## src/rtl/blink_pkg.sv

```systemverilog
// Shared constants for the Blink RTC / timer-interrupt unit: I/O port map,
// status bit positions and a byte-lane helper.
package blink_pkg;

   localparam logic [7:0] ADDR_TACK      = 8'hB4;
   localparam logic [7:0] ADDR_TMK       = 8'hB5;
   localparam logic [7:0] ADDR_TIM0      = 8'hD0;
   localparam logic [7:0] ADDR_SNAP_TIM1 = 8'hD1;
   localparam logic [7:0] ADDR_SNAP_TIMM = 8'hD2;
   localparam logic [7:0] ADDR_SNAP_END  = 8'hD5;
   localparam logic [7:0] ADDR_ALM       = 8'hD8;

   localparam int ST_TICK = 0;
   localparam int ST_SEC  = 1;
   localparam int ST_MIN  = 2;
   localparam int ST_ALM0 = 3;

   function automatic logic [7:0] byte_sel(input logic [31:0] v, input logic [1:0] b);
      logic [7:0] r;
      case (b)
         2'd0:    r = v[7:0];
         2'd1:    r = v[15:8];
         2'd2:    r = v[23:16];
         default: r = v[31:24];
      endcase
      return r;
   endfunction

endpackage

```

## src/rtl/blink_stbit.sv

```systemverilog
// One interrupt status bit: set by an event, cleared by write-1-to-clear;
// a set arriving in the same cycle as a clear wins so no event is lost.
module blink_stbit (
   input  logic clk,
   input  logic res_n,
   input  logic set_i,
   input  logic clr_i,
   output logic q_o
);

   logic q_q, q_d;

   always_comb begin
      q_d = q_q;
      if (set_i)
         q_d = 1'b1;
      else if (clr_i)
         q_d = 1'b0;
   end

   always_ff @(posedge clk or negedge res_n) begin
      if (!res_n)
         q_q <= 1'b0;
      else
         q_q <= q_d;
   end

   assign q_o = q_q;

endmodule

```

## src/rtl/blink_rtc.sv

```systemverilog
// Blink real-time clock: divides ena into ticks/seconds/minutes, raises masked
// status interrupts (incl. minute alarms) and exposes everything on Z80 I/O.
module blink_rtc
   import blink_pkg::*;
#(
   parameter int TCK_DIV       = 49152,
   parameter int TICKS_PER_SEC = 200,
   parameter int MIN_W         = 21,
   parameter int NUM_ALM       = 2
) (
   input  logic       clk,
   input  logic       res_n,
   input  logic       ena,
   input  logic       restim,
   input  logic       reg_wr,
   input  logic       reg_rd,
   input  logic [7:0] addr,
   input  logic [7:0] wdata,
   output logic [7:0] rdata,
   output logic       rd_hit,
   output logic       irq,
   output logic       t_1s,
   output logic       t_5ms
);

   localparam int S     = 3 + NUM_ALM;
   localparam int ALM_N = (NUM_ALM > 0) ? NUM_ALM : 1;
   localparam int TCK_W = $clog2(TCK_DIV);
   localparam int T0_W  = $clog2(TICKS_PER_SEC);

   localparam logic [TCK_W-1:0] TCK_MAX  = TCK_W'(TCK_DIV - 1);
   localparam logic [TCK_W-1:0] TCK_HALF = TCK_W'(TCK_DIV / 2);
   localparam logic [T0_W-1:0]  T0_MAX   = T0_W'(TICKS_PER_SEC - 1);
   localparam logic [T0_W-1:0]  T0_HALF  = T0_W'(TICKS_PER_SEC / 2);

   logic [TCK_W-1:0] tck_q, tck_d;
   logic [T0_W-1:0]  tim0_q, tim0_d;
   logic [5:0]       tim1_q, tim1_d;
   logic [MIN_W-1:0] timm_q, timm_d;
   logic [5:0]       snap_tim1_q, snap_tim1_d;
   logic [MIN_W-1:0] snap_timm_q, snap_timm_d;
   logic [MIN_W-1:0] alm_q [ALM_N];
   logic [MIN_W-1:0] alm_d [ALM_N];
   logic [S-1:0]     tmk_q, tmk_d;
   logic [S-1:0]     tsta, st_set, st_clr;
   logic [7:0]       rdata_q, rdata_d;
   logic             rd_hit_q, rd_hit_d;
   logic             t_1s_q, t_1s_d, t_5ms_q, t_5ms_d;
   logic             tick_ev, sec_ev, min_ev;

   logic       wr_tack, wr_tmk, rd_tim0, alm_hit;
   logic [7:0] alm_off;

   assign wr_tack = reg_wr && (addr == ADDR_TACK);
   assign wr_tmk  = reg_wr && (addr == ADDR_TMK);
   assign rd_tim0 = reg_rd && (addr == ADDR_TIM0);
   assign alm_off = addr - ADDR_ALM;
   assign alm_hit = (addr >= ADDR_ALM) && (alm_off < 8'(4 * NUM_ALM));

   // Counter cascade; restim overrides ena so held counters never emit events.
   always_comb begin
      tck_d   = tck_q;
      tim0_d  = tim0_q;
      tim1_d  = tim1_q;
      timm_d  = timm_q;
      tick_ev = 1'b0;
      sec_ev  = 1'b0;
      min_ev  = 1'b0;
      if (restim) begin
         tck_d  = '0;
         tim0_d = '0;
         tim1_d = '0;
         timm_d = '0;
      end else if (ena) begin
         if (tck_q == TCK_MAX) begin
            tck_d   = '0;
            tick_ev = 1'b1;
         end else begin
            tck_d = tck_q + 1'b1;
         end
         if (tick_ev) begin
            if (tim0_q == T0_MAX) begin
               tim0_d = '0;
               sec_ev = 1'b1;
            end else begin
               tim0_d = tim0_q + 1'b1;
            end
         end
         if (sec_ev) begin
            if (tim1_q == 6'd59) begin
               tim1_d = '0;
               min_ev = 1'b1;
            end else begin
               tim1_d = tim1_q + 1'b1;
            end
         end
         if (min_ev)
            timm_d = timm_q + 1'b1;
      end
   end

   always_comb begin
      st_set          = '0;
      st_set[ST_TICK] = tick_ev;
      st_set[ST_SEC]  = sec_ev;
      st_set[ST_MIN]  = min_ev;
      for (int k = 0; k < NUM_ALM; k++)
         st_set[ST_ALM0 + k] = min_ev && (timm_d == alm_q[k]);
      st_clr = wr_tack ? wdata[S-1:0] : '0;
   end

   // Snapshot is taken from the pre-edge counters so it pairs with the tim0 returned.
   always_comb begin
      snap_tim1_d = snap_tim1_q;
      snap_timm_d = snap_timm_q;
      if (restim) begin
         snap_tim1_d = '0;
         snap_timm_d = '0;
      end else if (rd_tim0) begin
         snap_tim1_d = tim1_q;
         snap_timm_d = timm_q;
      end
   end

   always_comb begin
      tmk_d = wr_tmk ? wdata[S-1:0] : tmk_q;
      for (int k = 0; k < ALM_N; k++)
         alm_d[k] = alm_q[k];
      for (int k = 0; k < NUM_ALM; k++) begin
         if (reg_wr && alm_hit && (alm_off[3:2] == 2'(k))) begin
            for (int i = 0; i < MIN_W; i++) begin
               if ((i / 8) == int'(alm_off[1:0]))
                  alm_d[k][i] = wdata[3'(i)];
            end
         end
      end
   end

   always_comb begin
      rdata_d  = rdata_q;
      rd_hit_d = 1'b0;
      if (reg_rd) begin
         if (addr == ADDR_TMK) begin
            rdata_d  = 8'(tsta);
            rd_hit_d = 1'b1;
         end else if (addr == ADDR_TIM0) begin
            rdata_d  = 8'(tim0_q);
            rd_hit_d = 1'b1;
         end else if (addr == ADDR_SNAP_TIM1) begin
            rdata_d  = 8'(snap_tim1_q);
            rd_hit_d = 1'b1;
         end else if ((addr >= ADDR_SNAP_TIMM) && (addr <= ADDR_SNAP_END)) begin
            rdata_d  = byte_sel(32'(snap_timm_q), addr[1:0] - 2'd2);
            rd_hit_d = 1'b1;
         end else if (alm_hit) begin
            rd_hit_d = 1'b1;
            for (int k = 0; k < NUM_ALM; k++) begin
               if (alm_off[3:2] == 2'(k))
                  rdata_d = byte_sel(32'(alm_q[k]), alm_off[1:0]);
            end
         end
      end
   end

   assign t_1s_d  = (tim0_d >= T0_HALF);
   assign t_5ms_d = (tck_d >= TCK_HALF);

   always_ff @(posedge clk or negedge res_n) begin
      if (!res_n) begin
         tck_q       <= '0;
         tim0_q      <= '0;
         tim1_q      <= '0;
         timm_q      <= '0;
         snap_tim1_q <= '0;
         snap_timm_q <= '0;
         tmk_q       <= '0;
         for (int k = 0; k < ALM_N; k++)
            alm_q[k] <= '0;
         rdata_q     <= '0;
         rd_hit_q    <= 1'b0;
         t_1s_q      <= 1'b0;
         t_5ms_q     <= 1'b0;
      end else begin
         tck_q       <= tck_d;
         tim0_q      <= tim0_d;
         tim1_q      <= tim1_d;
         timm_q      <= timm_d;
         snap_tim1_q <= snap_tim1_d;
         snap_timm_q <= snap_timm_d;
         tmk_q       <= tmk_d;
         for (int k = 0; k < ALM_N; k++)
            alm_q[k] <= alm_d[k];
         rdata_q     <= rdata_d;
         rd_hit_q    <= rd_hit_d;
         t_1s_q      <= t_1s_d;
         t_5ms_q     <= t_5ms_d;
      end
   end

   for (genvar i = 0; i < S; i++) begin : g_st
      blink_stbit u_stbit (
         .clk   (clk),
         .res_n (res_n),
         .set_i (st_set[i]),
         .clr_i (st_clr[i]),
         .q_o   (tsta[i])
      );
   end

   assign rdata  = rdata_q;
   assign rd_hit = rd_hit_q;
   assign irq    = |(tsta & tmk_q);
   assign t_1s   = t_1s_q;
   assign t_5ms  = t_5ms_q;

endmodule

```

## config.mk

```make
export PLATFORM = sky130hd
export DESIGN_NAME = blink_rtc
export DESIGN_NICKNAME = d
export VERILOG_FILES = /design/src/rtl/blink_pkg.sv /design/src/rtl/blink_stbit.sv /design/src/rtl/blink_rtc.sv
export SDC_FILE = /design/constraint.sdc
export NUM_CORES = 1
export LEC_CHECK = 0
export BUFFER_PORTS_ARGS = -buffer_cell sky130_fd_sc_hd__buf_2
export CORE_AREA = 2 2 140 108
export CTS_CLUSTER_SIZE = 14
export DETAILED_ROUTE_END_ITERATION = 7
export DIE_AREA = 0 0 142 110
export GPL_TIMING_DRIVEN = 0
export HOLD_SLACK_MARGIN = 0.1
export PLACE_DENSITY = 0.7
export SETUP_SLACK_MARGIN = 0.2
export SLEW_MARGIN = 20
export SYNTH_ARGS = -nofsm -noshare
export SYNTH_HDL_FRONTEND = slang
export SYNTH_SLANG_ARGS = --single-unit
```

## constraint.sdc

```tcl
create_clock -name clk -period 3.7 [get_ports clk]
set_clock_uncertainty 0.05 [all_clocks]
set_input_delay 0.185 -clock clk [delete_from_list [all_inputs] [get_ports clk]]
set_output_delay 0.185 -clock clk [all_outputs]
set_load 0.1 [all_outputs]
```

-- Word level (Yosys, flattened, before mapping)
Index checks and enable logic that the tools add are counted.
Widths: inputs -> output; s select.
- add/subtract/negate cells: 6
- multipliers: 0
- div/mod/pow operators: 0
- $lt $le $gt $ge: 6
- equality and inequality tests: 16
- shift operators: 0
- multiplexer cells: 62
- bitwise gates (word level): 1
- reduce and logical (&&, ||, !) cells: 33
- operators with widths (cell ; number):
    $mux 21 ; 5
    $mux 8 ; 11
    $mux 16 ; 3
    $eq 21x20->1 ; 2
    $eq 8x8->1 const B ; 5
    $mux 6 ; 6
    $mux 1 ; 33
    $pmux 4 s3 ; 2
    $pmux 8 s3 ; 1
    $add 21x1->21 const B ; 1
    $add 16x1->16 const B ; 1
    $eq 16x16->1 const B ; 1
    $ge 16x15->1 const B ; 1
    $ge 8x8->1 const B ; 2
    $reduce_bool 2->1 ; 8
    $reduce_and 2->1 ; 7
    $logic_and 1x1->1 ; 10
    $add 8x1->8 const B ; 1
    $ge 8x7->1 const B ; 1
    $le 8x8->1 const B ; 1
    $logic_not 2->1 ; 4
    $lt 8x4->1 const B ; 1
    $sub 8x8->8 const B ; 1
    $add 6x1->6 const B ; 1
    11 further kinds ; 15
- bits in registers: 123
- latch bits: 0
- bits in writable memories: 0
- ROM bits: 0
- bits of input ports: 22
- output and inout port bits: 12
- logic and storage cells: 146
- memories kept: 0

-- Logic depth before layout (Yosys ltp)
Gate-level depths: netlist (run 1).
- word-level depth: 16
- depth in mapped cells: 11

-- By module
A second synthesis (run 1) with hierarchy kept.
- cell total of the unflattened synthesis: 617
- area, all modules: 6471.2 um^2
- by module, submodules not included (module ; times used ; cells an instance ; area an instance (um^2) ; seq. area each (um^2)):
    blink_rtc ; 1 ; 602 ; 6289.8 ; 2952.8
    blink_stbit ; 5 ; 3 ; 36.3 ; 25.0

-- Worst setup path before layout (run 1)
No wires, ideal clock.
- path type: reg-to-reg
- start: reg tim0_q[0]
- end: reg g_st[3].u_stbit.q_q
- library setup time: 67 ps
- data arrival time: 2791 ps
- required time: 3583 ps
- slack: 792 ps
- stages on the path, launching flop included: 12
- buffers on the path: 2
- path through: dfrtp_1 > ha_1 > nand2_2 > or4_4 > buf_6 > buf_6 > nor4_2 > mux2i_1 > xnor2_1 > nor4_1 > nor4bb_1 > a32o_1
- cells in the longest elaborated chain, start to end: 14
- ends and longest elaborated chain (element ; line ; text):
    start, declared ; blink_rtc.sv:37 ; logic [T0_W-1:0] tim0_q, tim0_d;
    start signal, assigned ; blink_rtc.sv:185 ; tim0_q <= tim0_d;
    $eq 8x8->1 (*) ; blink_rtc.sv:82 ; if (tim0_q == T0_MAX) begin
    $mux 1 (*) ; blink_rtc.sv:82 ;
    $mux 1 (*) ; blink_rtc.sv:81 ; if (tick_ev) begin
    $mux 1 (*) ; blink_rtc.sv:74 ; end else if (ena) begin
    $mux 1 (*) ; blink_rtc.sv:69 ; if (restim) begin
    $mux 1 (*) ; blink_rtc.sv:89 ; if (sec_ev) begin
    $mux 1 (*) ; blink_rtc.sv:74 ;
    $mux 1 (*) ; blink_rtc.sv:69 ;
    $mux 21 ; blink_rtc.sv:97 ; if (min_ev)
    $mux 21 ; blink_rtc.sv:74 ;
    $mux 21 ; blink_rtc.sv:69 ;
    $eq 21x20->1 ; blink_rtc.sv:108 ; st_set[ST_ALM0 + k] = min_ev && (timm_d == alm_q[k]);
    $logic_and 1x1->1 (*) ; blink_rtc.sv:108 ;
    $mux 1 or $reduce_bool 2->1 (tied branches) ; -- ;
    end signal, assigned ; blink_stbit.sv:25 ; q_q <= q_d;
    end, declared ; blink_stbit.sv:11 ; logic q_q, q_d;
Mark *: on every way between the ends. The rest lies on a longest branch, timed or not. The select of a mux whose other input is x is not followed.
A chain may end at the register's enable or synchronous reset.

-- Worst setup path in the final report (run 1)
Same ends and word-level chain as after synthesis.

==> results.cfg, run 1 <==
[status]
status = complete, no violations

[layout]
mostFrequentLayoutCells = dfrtp_1 (123), nand2_1 (63), nor2_1 (61)
diodes = 0
seq_area_um2 = 3080
drive_gt1_frac = 0.191
n_fill_cell = 1217
area_growth_pct = 18.1
final_common_cell = dfrtp_1
multi_input_comb_area_um2 = 3340
fin_nets = 734

[drt]
vias_per_cell = 6.02
wl_per_cell_um = 19.4
post-route-drc-count = 0
antenna_left = 0
maxUsedRoutingLayer = met4
route.met3.wl_mm = 1.25
vias = 5412
wl_met1_mm = 8.32
drt-total-wl_mm = 17.4
met2_length_mm = 7.56
drt-initial-drc-count = 628
first_pass_iters = 6

[global_routing]
grt_pass1_wl_mm = 27.7
antenna_found_initial = 0
grt_pass1_vias = 5101
grt_usage = 0.235
grt_overflow = 0
grt_start_max_net_pins = 70

[clocking]
cts_buffers = 17
cts.sinks = 123
clk_pin_slew_worst_paths_ns = 0.06
clk_latency_ns = 0.42
cts_tree = built
ctsHtreeMaxLevel = 4
cts_buffer_depth = 2
cts_root_buf = clkbuf_16

[yosys]
synth_area_leaders = dfrtp_1 (47%), mux2_2 (6.4%), a22o_1 (4.7%), xnor2_1 (4.3%), nand2_1 (3.6%)
syn_nets = 676
synth_compound_area_frac = 0.125
synth.distinct_cells = 60
synth_top_family_by_area = simple AND/OR/NAND/NOR gates
synth-xor-area-share = 0.0731
yosys.area_share.simple = 0.201
synthMuxAreaShare = 0.0882
ys_ff_latch = 123
yosysSeqAreaShare = 0.471
netlist_instances = 648
ys_warn_count = 0
synth_fa_ha_area_frac = 0.0115
synth.largest_area_cell = dfrtp_1
synth_area_per_cell_um2 = 10.1
synth_area_um2 = 6540
synth_ff_type = dfrtp_1
synth_edf_count = 0
synthArstFlopShare = 1.00
synth_top_area_share = 0.471

[sta]
drv_slew = 0
hold_violations = 0
slew-limit-headroom = 0.335
worst_pin_slew_ns = 0.984
setup_viol = 0
finalCritPeriodShare = 0.913
rsz0062_at_grt = no
hold_slack_ns = 0.174
setup_tns_ns = 0
period_minus_slack_ns = 3.38
fmax_mhz = 296

[die]
core-area_um2 = 14200
dieWidth_um = 142
die_y_um = 110
die_area_um2 = 15600
rows = 38
io_pins = 34
initial_utilization = 0.460

[flow_run]
maxCapViolations = 0

[min_path]
min_path_type = in -> reg

[setup_path]
critical_path_class = reg -> reg
cp-end-kind = flip-flop
r2r_setup_slack_ns = 0.32
required_ns = 4.01
critical_path.max_fanout = 10
cp.arrival_ns = 3.69
start_kind = flip-flop

[placement]
gp_congestion = 0.936
io_buffers = 29
dp_hpwl_mm = 12.4

[power]
power.leakage_nw = 3.52
vdd_drop_max_mv = 0.224
powerDensity_nw_per_um2 = 434
-- synthesized netlist by cell type (6+ instances only) --
cell / number
and4_1: 9
mux2i_1: 16
clkbuf_1: 16
xor2_1: 20
mux2_2: 37
buf_1: 7
nor2_1: 61
and3_1: 9
o22ai_1: 6
dfrtp_1: 123
ha_1: 6
a22o_1: 35
or3_1: 7
nand2_1: 63
o21ai_0: 19
nor2b_1: 9
inv_1: 14
a21oi_1: 22
nand4_1: 15
buf_2: 7
a221oi_1: 6
xnor2_1: 32
nand3_1: 26
nor3_1: 18
nor4_1: 10
-- per-layer routing --
| metal | vias up | global-route usage |
|---|---|---|
| met5 | - | 0 |
| met4 | 0 | 0.0829 |
| met3 | 29 | 0.0609 |
| met2 | 192 | 0.345 |
| met1 | 2708 | 0.339 |
| li1 | 2483 | - |
-- cells by family (layout without fill, tap and decap cells) --
group / after synthesis / in the layout
AOI/OAI and AO/OA: 113 / 113
DFF: 123 / 123
buffers and inverters: 47 / 118
adders and majority gates: 6 / 6
and+or+nand+nor: 253 / 253
muxes: 53 / 53
xor gates and xnor gates: 53 / 53
-- final timing paths --
| check | cells after the start | startpoint | to |
|---|---|---|---|
| max in group asynchronous | 3 | res_n | alm_q[16] |
| max | 11 | tim0_q[0] | g_st[3].u_stbit.q_o |
| min reg2reg | 2 | rdata[7] | rdata[7] |
| min in group asynchronous | 2 | res_n | timm_q[13] |
| max reg2reg | 11 | tim0_q[0] | g_st[3].u_stbit.q_o |
| min | 3 | restim | timm_q[9] |
-- sequential cells by signal, summed over array words and instances (netlist names) --
register	count
g_st.u_stbit.q_o	5
t_1s	1
tck_q	16
rd_hit	1
snap_timm_q	21
rdata	8
tim1_q	6
tim0_q	8
alm_q	24
snap_tim1_q	6
timm_q	21
t_5ms	1
tmk_q	5
-- stage by stage --
stage / setup slack (ns) / area [um^2] / power [W] / std cells / utilization
after global routing: 0.209 / 7720 / 0.00345 / 899 / 0.543
after global placement: 0.0970 / 6910 / 0.00165 / 857 / 0.486
after detailed placement: 0.0137 / 6940 / 0.00166 / 858 / 0.488
after CTS: 0.229 / 7670 / 0.00337 / 899 / 0.540
final: 0.321 / 7720 / 0.00335 / 899 / 0.543
after floorplan: 0.792 / 6540 / 0.00156 / 648 / -
-- critical path: stages, from the launching register on --
cell	delay [ns]
dfrtp_1	0.43
ha_1	0.24
nand2_2	0.11
or4_4	0.53
buf_6	0.16
buf_6	0.15
nor4_2	0.38
mux2i_2	0.31
xnor2_1	0.09
nor4_1	0.37
nor4bb_4	0.30
a32o_1	0.19
-- area by class of cell --
class | count | share of cell area
inverter | 14 | 0.00681
tap | 180 | 0.0292
sequential | 123 | 0.399
clock buffer | 18 | 0.0569
buffer | 33 | 0.0199
multi-input combinational | 478 | 0.432
timing repair buffer | 39 | 0.0342
clock inverter | 14 | 0.0220
-- power by group --
part           switching [W]  leakage [nW]  internal, W
Clock               0.000621         0.288      0.00108
Combinational       0.000176          1.52    0.0000793
Sequential         0.0000250          1.71      0.00137
-- timing repair --
item                                    4_1_cts  5_1_grt
endpoints found under the setup margin        2        2
pin swaps                                     0        2
buffers inserted                              2        0
gates cloned                                  0        0
resized for setup                             6       10
hold buffers                                  7        0
hold endpoints to repair                     78        0
No activity file was read; power rests on OpenSTA's default activity.
==> inputs of run 2 (changes only) <==
--- a/config.mk
+++ b/config.mk
@@ -5,11 +5,12 @@
 export SDC_FILE = /design/constraint.sdc
 export NUM_CORES = 1
 export LEC_CHECK = 0
+export ABC_AREA = 1
 export BUFFER_PORTS_ARGS = -buffer_cell sky130_fd_sc_hd__buf_2
-export CORE_AREA = 2 2 140 108
+export CORE_AREA = 2 2 141 109
 export CTS_CLUSTER_SIZE = 14
 export DETAILED_ROUTE_END_ITERATION = 7
-export DIE_AREA = 0 0 142 110
+export DIE_AREA = 0 0 143 111
 export GPL_TIMING_DRIVEN = 0
 export HOLD_SLACK_MARGIN = 0.1
 export PLACE_DENSITY = 0.7
==> results.cfg, run 2 <==
[yosys]
synth_compound_area_frac = 0.125
synth_area_per_cell_um2 = 7.40
synth_ff_type = dfrtp_1
yosysSeqAreaShare = 0.459
synth_area_leaders = dfrtp_1 (46%), nand2_1 (13%), inv_1 (8.0%), o21ai_0 (6.0%), nand3_1 (5.7%)
synth.most_common_cell = nand2_1
syn_nets = 934
synth_common_cells = nand2_1 (240), inv_1 (143), dfrtp_1 (123), o21ai_0 (80), nand3_1 (76)
yosys.area_share.simple = 0.299
synth_area_um2 = 6710
ys_warn_count = 0
synth_top_family_by_area = simple AND/OR/NAND/NOR gates
netlist_instances = 906
synth-xor-area-share = 0.0144
synth.distinct_cells = 40
synthMuxAreaShare = 0
synth_edf_count = 0
ys_ff_latch = 123
synth_top_area_share = 0.459
synth.largest_area_cell = dfrtp_1
synth_fa_ha_area_frac = 0.0112
synthArstFlopShare = 1.00

[drt]
first_pass_iters = 5
antenna_left = 0
post-route-drc-count = 0
drt-total-wl_mm = 18.6
wl_per_cell_um = 15.8
vias_per_cell = 5.43
drt-initial-drc-count = 593
vias = 6391

[power]
internal-power_w = 0.00253
swShare = 0.271
p_seq_frac = 0.407
power.switching_w = 0.000940
vdd_drop_max_mv = 0.378
combPwrFrac = 0.108
powerDensity_nw_per_um2 = 446
clockPowerShare = 0.485
power.leakage_nw = 3.82
total_power_w = 0.00347

[status]
status = complete, no violations

[setup_path]
crit_slowest_cell = nor3_1
required_ns = 4.01
critical_path_class = reg -> reg
cp_common_cell = nand2_1
crit_path_cell_trace = ha_1 -> nand2_1 -> inv_1 -> nand2_1 -> nor2_4 -> nand2_1 -> nor3_1 -> nand3_1 -> nand2_1 -> nand3_1 -> nand2_1 -> nand3_1 -> nor2_1 -> nand3_1 -> nand2_1
cp-end-kind = flip-flop
critical_path.max_fanout = 10
cpPeakStageDelay_ns = 0.50
start_kind = flip-flop
cp.arrival_ns = 3.17

[sta]
rsz0062_at_grt = no
finalCritPeriodShare = 0.772
setup_viol = 0
period_minus_slack_ns = 2.86
worst_pin_slew_ns = 0.682
slew-limit-headroom = 0.545
fmax_mhz = 350
hold_violations = 0
setup_tns_ns = 0
drv_slew = 0

[clocking]
cts.sinks = 123
clk_latency_ns = 0.43
cts_root_buf = clkbuf_16
cts_buffers = 17
clk_pin_slew_worst_paths_ns = 0.06
cts_buffer_depth = 2
ctsHtreeMaxLevel = 4
cts_tree = built
ctsResizeCount = 0

[global_routing]
grt_start_max_net_pins = 73
grt_overflow = 0
grt_usage = 0.250
grt_pass1_vias = 5956
antenna_found_initial = 0
grt_pass1_wl_mm = 30.6

[die]
die_y_um = 111
dieWidth_um = 143
die_area_um2 = 15900
core-area_um2 = 14700
initial_utilization = 0.457
io_pins = 34
rows = 39

[layout]
fin_nets = 988
final_common_cell = nand2_1
drive_gt1_frac = 0.0791
largest_registers = alm_q (24), snap_timm_q (21), timm_q (21)
n_fill_cell = 1407
largest_reg_flops = 24
regMostFlops = alm_q
diodes = 0
area_growth_pct = 16.2
mostFrequentLayoutCells = nand2_1 (240), inv_1 (143), dfrtp_1 (123)
fin_area_um2 = 7790

[min_path]
min_path_type = in -> reg

[placement]
dp_hpwl_mm = 13.9
io_buffers = 29
place_area_um2 = 7150
gp_congestion = 0.927

[flow_run]
maxCapViolations = 0
==> run 2: cell count changes in the layout (fill, tap and decap cells not counted), sizes merged, moves of 14 or more <==
| cell | change |
|---|---|
| o21ai | +60 |
| nand4 | +14 |
| nor4 | -14 |
| mux2i | -16 |
| nor2 | +20 |
| inv | +129 |
| nand3 | +52 |
| buf | -16 |
| mux2 | -37 |
| xnor2 | -30 |
| nand2 | +179 |
| o22ai | +21 |
| a22o | -35 |
==> run 2: area by class of cell <==
type	count	area, um^2	share of cell area
clock inverter	11	145	0.0186
tap	205	256	0.0329
sequential	123	3080	0.395
clock buffer	21	450	0.0578
multi-input combinational	623	3020	0.387
buffer	12	57.6	0.00739
timing repair buffer	35	233	0.0299
inverter	148	556	0.0713
==> run 2: cell families after synthesis <==
kind of cell,count (synthesis)
compound gates,150
flops,123
simple gates,456
xor+xnor,11
fa+ha+maj,6
buf+inv,160
==> run 2: what timing repair did <==
item | in CTS | in global routing
setup buffers | 0 | 0
hold buffers | 5 | 0
endpoints found under the hold margin | 132 | 0
==> run 2: power by group through the flow <==
stage | logic, W | registers [W] | clock network, W
2_1_floorplan | 0.000114 | 0.00157 | 0
3_3_place_gp | 0.000362 | 0.00144 | 0
3_5_place_dp | 0.000370 | 0.00144 | 0
4_1_cts | 0.000376 | 0.00141 | 0.00170
5_1_grt | 0.000407 | 0.00142 | 0.00178
6_report | 0.000376 | 0.00141 | 0.00168
==> run 2: critical path: cells and delay by family (launching register included) <==
kind	cells	cell delay (ns)
flops	1	0.36
buf+inv	1	0.06
fa+ha+maj	1	0.16
simple gates	13	2.16
==> run 2: stage by stage <==
| stage | hold WS, ns | std cells | setup WS, ns | util |
|---|---|---|---|---|
| 2_1_floorplan | -0.161 | 906 | 1.59 | - |
| 3_3_place_gp | 0.411 | 1140 | 0.728 | 0.484 |
| 3_5_place_dp | 0.0804 | 1141 | 0.934 | 0.487 |
| 4_1_cts | 0.149 | 1178 | 0.918 | 0.531 |
| 5_1_grt | 0.165 | 1178 | 0.570 | 0.531 |
| 6_report | 0.162 | 1178 | 0.842 | 0.531 |
==> run 2: path summary, 6_finish.rpt <==
kind | from | cells after the start | end | slack, ns
worst min register to register | rdata[6] | 2 | rdata[6] | 0.42
worst max register to register | tim0_q[0] | 15 | g_st[4].u_stbit.q_o | 0.84
worst max-delay path | tim0_q[0] | 15 | g_st[4].u_stbit.q_o | 0.84
max in group asynchronous | res_n | 3 | tim0_q[7] | 2.71
min in group asynchronous | res_n | 2 | t_5ms | 0.21
worst min-delay path | wdata[1] | 3 | tmk_q[1] | 0.16
==> run 2: per-layer routing <==
layer / GRT usage / share of wire
met1: 0.367 / 0.48
met5: 0 / 0
met3: 0.0881 / 0.087
met2: 0.350 / 0.42
met4: 0.0686 / 0.014
==> inputs of run 3 (changes only) <==
==> constraint.sdc (replaced) <==
create_clock -name clk -period 2.7 [get_ports clk]
set_clock_uncertainty 0.05 [all_clocks]
set_input_delay 0.135 -clock clk [delete_from_list [all_inputs] [get_ports clk]]
set_output_delay 0.135 -clock clk [all_outputs]
set_load 0.1 [all_outputs]
==> results.cfg, run 3 (synthesis gave the netlist of run 2 again) <==
[die]
rows = 39
die_area_um2 = 15900
dieWidth_um = 143
io_pins = 34
initial_utilization = 0.457
core-area_um2 = 14700
die_y_um = 111

[layout]
fin_area_um2 = 8150
area_growth_pct = 21.6
final_common_cell = nand2_1
n_fill_cell = 1364
fin_nets = 1009
drive_gt1_frac = 0.127
postLayoutCoreUtil = 0.555
largest_reg_flops = 24
largest_registers = alm_q (24), snap_timm_q (21), timm_q (21)
mostFrequentLayoutCells = nand2_1 (236), inv_1 (143), dfrtp_1 (123)
diodes = 0
regMostFlops = alm_q

[setup_path]
required_ns = 3.01
start_kind = flip-flop
critical_path_class = reg -> reg
cp-end-kind = flip-flop
cp.arrival_ns = 2.87
critical_path.max_fanout = 8

[clocking]
cts_buffer_depth = 2
clk_pin_slew_worst_paths_ns = 0.06
cts.sinks = 123
cts_buffers = 17
cts_root_buf = clkbuf_16
clk_latency_ns = 0.42
cts_tree = built
ctsHtreeMaxLevel = 4

[sta]
period_minus_slack_ns = 2.56
hold_violations = 0
setup_viol = 0
worst_pin_slew_ns = 0.721
slew-limit-headroom = 0.519
fmax_mhz = 391
drv_slew = 0
setup_tns_ns = 0
finalCritPeriodShare = 0.948
rsz0062_at_grt = yes

[drt]
vias = 6543
antenna_left = 0
drt-total-wl_mm = 19.5
drt-initial-drc-count = 606
post-route-drc-count = 0
first_pass_iters = 6
vias_per_cell = 5.46
wl_per_cell_um = 16.3

[flow_run]
maxCapViolations = 0

[power]
power.leakage_nw = 3.99
powerDensity_nw_per_um2 = 586
vdd_drop_max_mv = 0.520
total_power_w = 0.00478

[global_routing]
grt_pass1_wl_mm = 31.0
grt_usage = 0.255
grt_overflow = 0
antenna_found_initial = 0
grt_start_max_net_pins = 73
grt_pass1_vias = 5994

[min_path]
min_path_type = in -> reg

[placement]
place_area_um2 = 7150
dp_hpwl_mm = 13.9
gp_congestion = 0.927
io_buffers = 29

[status]
status = complete, no violations
run 3: changes by cell type in the layout (fill, tap and decap cells not counted), moves of 4 or more:
cell           delta
nor2_1           -11
dlygate4sd3_1     +4
nor2_2            +9
nand2_1           -4
nand3_1          -13
buf_4            +14
nand3_2          +12
run 3: path summary, 6_finish.rpt:
| kind | start | endpoint | slack, ns | depth (start not counted) |
|---|---|---|---|---|
| min in group asynchronous | res_n | t_5ms | 0.16 | 2 |
| setup reg to reg | tck_q[0] | g_st[3].u_stbit.q_o | 0.14 | 16 |
| hold / removal | wdata[2] | alm_q[2] | 0.11 | 3 |
| max in group asynchronous | res_n | tim0_q[7] | 1.76 | 3 |
| hold reg to reg | rdata[6] | rdata[6] | 0.42 | 2 |
| setup / recovery | tck_q[0] | g_st[3].u_stbit.q_o | 0.14 | 16 |
run 3: what timing repair did:
item                       CTS  global route
buffers inserted             5            12
gates resized for setup     13            29
pin swaps                    5            17
hold endpoints to repair   134             0
hold buffers                 9             0
setup endpoints to repair    2             3
gates cloned                 0             0
run 3: metrics by stage:
step                instances  setup WS [ns]  hold WS (ns)
global route             1199       -0.00866         0.126
global placement         1140         -0.222         0.379
finish                   1199          0.142         0.111
floorplan                 906          0.591        -0.211
CTS                      1187          0.225         0.102
detailed placement       1141        -0.0656        0.0304
run 3: final cells by class:
class	count	area [um^2]	share of cell area
clock buffers	21	450	0.0552
clock inverters	11	145	0.0178
repair buffers	56	429	0.0526
multi-input cells	623	3170	0.389
flip-flops and latches	123	3080	0.377
plain buffers	12	61.3	0.00752
well taps	205	256	0.0315
inverters	148	561	0.0687
run 3: metal layers:
metal	global-route usage	part of all wire
met1	0.371	0.46
met2	0.356	0.42
met3	0.0916	0.10
met4	0.0660	0.015
met5	0.0230	0
run 3: where the power goes:
group          switching, W  internal (W)  leakage, nW  total, W
Sequential        0.0000408       0.00190         1.70   0.00194
Clock              0.000840       0.00147        0.271   0.00231
Combinational      0.000419      0.000113         2.02  0.000532
Total               0.00130       0.00348         3.99   0.00478
run 3: critical path, cell delays in order (launching register included):
cell and delay, ns:
dfrtp_1 0.41, ha_4 0.17, nand2_4 0.05, nor2_4 0.16, nand2_4 0.09, nor2_4 0.21
buf_8 0.17, nand4_1 0.14, nor2_2 0.17, nand2_1 0.08, nand2_1 0.07, nor2_2 0.05
nor2_1 0.13, nand3_2 0.16, nor2_2 0.16, nand3_2 0.14, nand2_1 0.09
